$ cat config.mk
export PLATFORM = sky130hd
export DESIGN_NAME = fir_fold_sched
export DESIGN_NICKNAME = d
export VERILOG_FILES = /design/src/rtl/fir_pkg.sv /design/src/rtl/fir_mac_unit.sv /design/src/rtl/fir_fold_sched.sv
export SDC_FILE = /design/constraint.sdc
export NUM_CORES = 1
export LEC_CHECK = 0
export BUFFER_PORTS_ARGS = -buffer_cell sky130_fd_sc_hd__buf_2
export CELL_PAD_IN_SITES_DETAIL_PLACEMENT = 0
export CELL_PAD_IN_SITES_GLOBAL_PLACEMENT = 2
export CORE_AREA = 5 5 253 230
export DETAILED_ROUTE_END_ITERATION = 8
export DIE_AREA = 0 0 258 235
export PLACE_DENSITY_LB_ADDON = 0.1
export SETUP_SLACK_MARGIN = 0.1
export SYNTH_ARGS = -nofsm -noshare
export SYNTH_HDL_FRONTEND = slang
export SYNTH_SLANG_ARGS = --single-unit
$ cat constraint.sdc
create_clock -name clk -period 8 [get_ports clk]
set_input_delay 1.2 -clock clk [delete_from_list [all_inputs] [get_ports clk]]
set_output_delay 1.2 -clock clk [all_outputs]
set_load 0.05 [all_outputs]
$ cat src/rtl/fir_pkg.sv
// Shared constants, coefficient table and state type for the folded 21-tap FIR.
package fir_pkg;

    localparam int WORD_SIZE = 10;
    localparam int TAP       = 21;
    localparam int COEF_W    = 6;
    localparam int ACC_W     = 21;
    localparam int OUT_W     = 12;
    localparam int TAP_W     = $clog2(TAP);
    localparam int PROD_W    = WORD_SIZE + COEF_W;

    typedef logic [TAP_W-1:0] tap_idx_t;

    typedef enum logic [1:0] {
        IDLE = 2'd0,
        MAC  = 2'd1,
        DONE = 2'd2
    } fir_state_e;

    localparam tap_idx_t LAST_TAP = tap_idx_t'(TAP - 1);

    // Symmetric low-pass taps, DC gain 71.
    localparam logic signed [COEF_W-1:0] COEF [TAP] = '{
        -6'sd1,  6'sd1,  6'sd3,  6'sd2, -6'sd1, -6'sd4, -6'sd4,
         6'sd1,  6'sd10, 6'sd18, 6'sd21, 6'sd18, 6'sd10, 6'sd1,
        -6'sd4, -6'sd4, -6'sd1,  6'sd2,  6'sd3,  6'sd1, -6'sd1
    };

    function automatic tap_idx_t rd_addr(input tap_idx_t cur, input tap_idx_t tap);
        logic [TAP_W:0] sum;
        if (cur >= tap) begin
            sum = {1'b0, cur} - {1'b0, tap};
        end else begin
            sum = {1'b0, cur} + (TAP_W+1)'(TAP) - {1'b0, tap};
        end
        return sum[TAP_W-1:0];
    endfunction

endpackage

$ cat src/rtl/fir_mac_unit.sv
// Shared signed multiplier and accumulator for the folded FIR datapath.
module fir_mac_unit
    import fir_pkg::*;
(
    input  logic                        clk,
    input  logic                        rst,
    input  logic signed [WORD_SIZE-1:0] sample_i,
    input  logic signed [COEF_W-1:0]    coef_i,
    input  logic                        clear_i,
    input  logic                        enable_i,
    output logic signed [ACC_W-1:0]     acc_next_o
);

    logic signed [PROD_W-1:0] prod;
    logic signed [ACC_W-1:0]  prod_ext;
    logic signed [ACC_W-1:0]  acc_q;
    logic signed [ACC_W-1:0]  acc_d;

    assign prod     = sample_i * coef_i;
    assign prod_ext = {{(ACC_W-PROD_W){prod[PROD_W-1]}}, prod};
    assign acc_d    = acc_q + prod_ext;

    assign acc_next_o = acc_d;

    always_ff @(posedge clk) begin
        if (rst) begin
            acc_q <= '0;
        end else if (clear_i) begin
            acc_q <= '0;
        end else if (enable_i) begin
            acc_q <= acc_d;
        end
    end

endmodule

$ cat src/rtl/fir_fold_sched.sv
// Folded 21-tap FIR controller: circular sample buffer, tap sequencer and handshakes.
// state | meaning
// IDLE  | waiting for a sample, in_ready high
// MAC   | one tap per cycle, 21 cycles
// DONE  | result held on out_data until out_ready
module fir_fold_sched
    import fir_pkg::*;
(
    input  logic                 clk,
    input  logic                 rst,
    input  logic                 in_valid,
    output logic                 in_ready,
    input  logic [WORD_SIZE-1:0] in_data,
    output logic                 out_valid,
    input  logic                 out_ready,
    output logic [OUT_W-1:0]     out_data,
    output logic                 busy
);

    fir_state_e state_q, state_d;

    logic signed [WORD_SIZE-1:0] sbuf_q [TAP];
    tap_idx_t wr_ptr_q, wr_ptr_d;
    tap_idx_t cur_q, cur_d;
    tap_idx_t tap_q, tap_d;
    tap_idx_t rd_ptr;

    logic             out_valid_q, out_valid_d;
    logic [OUT_W-1:0] out_data_q, out_data_d;

    logic accept;
    logic mac_clear;
    logic mac_en;
    logic signed [ACC_W-1:0] acc_next;
    logic unused_acc_bits;

    assign in_ready  = (state_q == IDLE);
    assign busy      = (state_q != IDLE);
    assign out_valid = out_valid_q;
    assign out_data  = out_data_q;
    assign accept    = in_valid && in_ready;
    assign rd_ptr    = rd_addr(cur_q, tap_q);

    assign unused_acc_bits = ^{acc_next[ACC_W-1:OUT_W], acc_next[0]};

    fir_mac_unit u_mac (
        .clk        (clk),
        .rst        (rst),
        .sample_i   (sbuf_q[rd_ptr]),
        .coef_i     (COEF[tap_q]),
        .clear_i    (mac_clear),
        .enable_i   (mac_en),
        .acc_next_o (acc_next)
    );

    always_comb begin
        state_d     = state_q;
        wr_ptr_d    = wr_ptr_q;
        cur_d       = cur_q;
        tap_d       = tap_q;
        out_valid_d = out_valid_q;
        out_data_d  = out_data_q;
        mac_clear   = 1'b0;
        mac_en      = 1'b0;
        case (state_q)
            IDLE: begin
                if (in_valid) begin
                    cur_d     = wr_ptr_q;
                    wr_ptr_d  = (wr_ptr_q == LAST_TAP) ? '0 : wr_ptr_q + 1'b1;
                    tap_d     = '0;
                    mac_clear = 1'b1;
                    state_d   = MAC;
                end
            end
            MAC: begin
                mac_en = 1'b1;
                if (tap_q == LAST_TAP) begin
                    // Truncate to bits [11:1]; the LSB is always reported as zero.
                    out_data_d  = {acc_next[OUT_W-1:1], 1'b0};
                    out_valid_d = 1'b1;
                    state_d     = DONE;
                end else begin
                    tap_d = tap_q + 1'b1;
                end
            end
            DONE: begin
                if (out_ready) begin
                    out_valid_d = 1'b0;
                    state_d     = IDLE;
                end
            end
            default: state_d = IDLE;
        endcase
    end

    always_ff @(posedge clk) begin
        if (rst) begin
            state_q     <= IDLE;
            wr_ptr_q    <= '0;
            cur_q       <= '0;
            tap_q       <= '0;
            out_valid_q <= 1'b0;
            out_data_q  <= '0;
        end else begin
            state_q     <= state_d;
            wr_ptr_q    <= wr_ptr_d;
            cur_q       <= cur_d;
            tap_q       <= tap_d;
            out_valid_q <= out_valid_d;
            out_data_q  <= out_data_d;
        end
    end

    always_ff @(posedge clk) begin
        if (rst) begin
            for (int i = 0; i < TAP; i++) begin
                sbuf_q[i] <= '0;
            end
        end else if (accept) begin
            sbuf_q[wr_ptr_q] <= in_data;
        end
    end

endmodule
==> impl_metrics.json <==
{
  "cp_slowest_cell": "fa_1",
  "drtAntennaViolNets": 0,
  "dp_hpwl_um": 41000,
  "post-route-period-util_pct": 92.52,
  "outcome": "completed",
  "synthToLayoutAreaGrowth_pct": 15.82,
  "fillers": 5390,
  "multi_input_area_sq_mm": 0.007911,
  "fin_nets": 1956,
  "critical_path_arrival_ns": 7.92,
  "drive_gt1_share_pct": 14.97,
  "synth_top_area_share_pct": 50.35,
  "row_count": 82,
  "layout_commonest_cell": "nand2_1",
  "numCtsBuffers": 45,
  "start_util_pct": 34.51,
  "port_buffers": 27,
  "synthFlopType": "edfxtp_1",
  "p_leak_nw": 8.542,
  "gp_congestion": 0.8183,
  "cts_hold_buffers": 0,
  "crit_required_ns": 8.52,
  "clkLatencyLatePin_ns": 0.59,
  "syn_avg_cell_area_sq_um": 10.73,
  "crit_top_cell": "inv_1",
  "slowest_delay_ns": 0.50,
  "overflow": 0,
  "stdcell_area_sq_mm": 0.02211,
  "hold_viol": 0,
  "wirelength_um": 62630,
  "viasPerCell": 5.179,
  "synth_edf_count": 320,
  "crit_family": "adder cells",
  "relSlewSlack_pct": 22.61,
  "die_y_um": 235,
  "setup_ws_ns": 0.5982,
  "ys_seq_area_share_pct": 54.65,
  "cts.sinks": 361,
  "clock_skew_ns": 0.02104,
  "dp_slack_ns": -0.06002,
  "die-area_sq_mm": 0.06063,
  "hp-class": "flip-flop to flip-flop",
  "insertedDiodeCount": 0,
  "ios": 29,
  "power_density_mw_per_mm2": 398.8,
  "core_area_sq_mm": 0.05530,
  "regArea_sq_mm": 0.01043,
  "post-route-util_pct": 39.97,
  "clk_path_buf_depth": 3,
  "drv_slew": 0,
  "path_max_fanout": 33,
  "netlist_area_sq_mm": 0.01909,
  "rsz0062_at_grt": "no",
  "synth_largest_area_cell": "edfxtp_1",
  "root_buffer": "clkbuf_16",
  "maxCapViolations": 0,
  "critPathKind": "flip-flop to flip-flop",
  "grt_first_pass_wirelength_um": 92850,
  "cts_tree": "built",
  "crit_path_end_kind": "flip-flop",
  "whs_ns": 0.4510,
  "vdd_drop_max_v": 0.0006591,
  "grt_pass1_vias": 13500,
  "h-tree-depth": 2,
  "vias": 13492,
  "postSynthCellCount": 1779,
  "ys_ff_latch": 361,
  "syn_nets": 1881,
  "drtPass1Iterations": 8,
  "final_cell_mix": "322 x nand2_1, 320 x edfxtp_1, 237 x and2_1",
  "period_needed_ns": 7.402,
  "async_reset_ff_share_pct": 0,
  "fp.dieW_um": 258,
  "worst-path-buf-inv": 10,
  "drt_iter0_markers": 1069,
  "synth.distinct_cells": 75,
  "drc_errors": 0,
  "grt_max_degree": 50,
  "p_total_mw": 8.815,
  "crit_path_start_kind": "flip-flop",
  "fmax_mhz": 135.1,
  "grt_usage_pct": 20.38,
  "synth_area_leaders": "edfxtp_1 50%, and2_1 7.9%, nand2_1 6.4%",
  "post_drt_wl_per_cell_um": 24.04,
  "antenna_found_initial": 1,
  "clk_pin_slew_ns": 0.06,
  "worst-slew-pin-transition_ns": 1.157,
  "ys_warn_count": 0,
  "setup_violations": 0,
  "postPlaceCellArea_sq_mm": 0.02042
}
## sequential cells by signal, indices dropped and copies added (netlist names)
| register | cells |
|---|---|
| state_q | 2 |
| out_data | 11 |
| tap_q | 5 |
| u_mac.acc_q | 12 |
| sbuf_q | 320 |
| wr_ptr_q | 5 |
| out_valid | 1 |
| cur_q | 5 |
## repair_timing
item,4_1_cts,5_1_grt
setup endpoints to repair,2,3
pin swaps,5,4
hold endpoints to repair,0,0
setup buffers,12,7
cloned,3,0
gates resized for setup,11,25
## stage by stage
stage	std cells	setup TNS (ns)
2_1_floorplan	1779	0
3_3_place_gp	2499	-0.1626
3_5_place_dp	2499	-0.08532
4_1_cts	2598	0
5_1_grt	2605	0
6_report	2605	0
## cells in the mapped netlist (all sizes together) (3+ instances only)
master	n
nand3	128
o21bai	6
a31oi	4
a221oi	5
a21o	5
edfxtp	320
buf	50
o21ai	26
nand2b	15
nand3b	4
fa	41
or2	23
nand2	326
inv	78
o21a	3
nor2	76
a2111oi	8
clkbuf	77
mux2i	30
a31o	3
a211oi	22
ha	47
and3	28
nand4	10
xnor2	17
a311oi	6
dfxtp	41
mux4	3
o221ai	3
a311o	14
a21oi	57
mux2	6
and2	240
o211ai	8
nor3	7
nor2b	4
xor2	8
## layout make-up
| type | count | share of cell area (%) |
|---|---|---|
| Multi-Input combinational cell | 1216 | 35.79 |
| Inverter | 78 | 1.325 |
| Sequential cell | 361 | 47.18 |
| Tap cell | 714 | 4.041 |
| Timing Repair Buffer | 152 | 5.417 |
| Clock inverter | 26 | 0.7868 |
| Clock buffer | 58 | 5.457 |
## logic make-up after synthesis
group | after synthesis | synth area share, %
AO/OA/AOI/OAI | 188 | 7.093
XOR/XNOR | 26 | 1.265
adder cells (fa/ha/maj) | 88 | 7.382
buffers and inverters | 205 | 4.681
flip-flops | 361 | 54.65
multiplexers | 39 | 2.301
other | 1 | 0.01965
AND/OR/NAND/NOR | 871 | 22.61
## worst register-to-register path, delay by kind of cell, from the launching register on
family                   cells  cell delay, ns
AO/OA/AOI/OAI               10            2.05
XOR/XNOR                     2            0.42
AND/OR/NAND/NOR              6            0.65
flip-flops                   1            0.31
buffers and inverters       10            1.08
adder cells (fa/ha/maj)      7            2.81
## routing by layer
metal	track usage (%)	wire [um]	vias up
met5	0	0	-
met1	31.22	31220	6827
li1	-	-	6304
met4	5.663	1614	0
met2	30.39	27270	276
met3	2.619	2528	85
## final timing paths
kind | startpoint | endpoint | slack [ns] | depth (start not counted)
setup / recovery | tap_q[3] | out_data[11] | 0.60 | 35
hold / removal | out_data[1] | out_data[1] | 0.45 | 2
setup reg to reg | tap_q[3] | out_data[11] | 0.60 | 35
hold reg to reg | out_data[1] | out_data[1] | 0.45 | 2
## where the power goes
part,leakage (nW),switching (mW),internal [mW]
logic,4.37,2.58,2.17
registers,3.49,0.0236,2.10
clock network,0.680,0.841,1.10
Power figures use the tool's default switching activity.
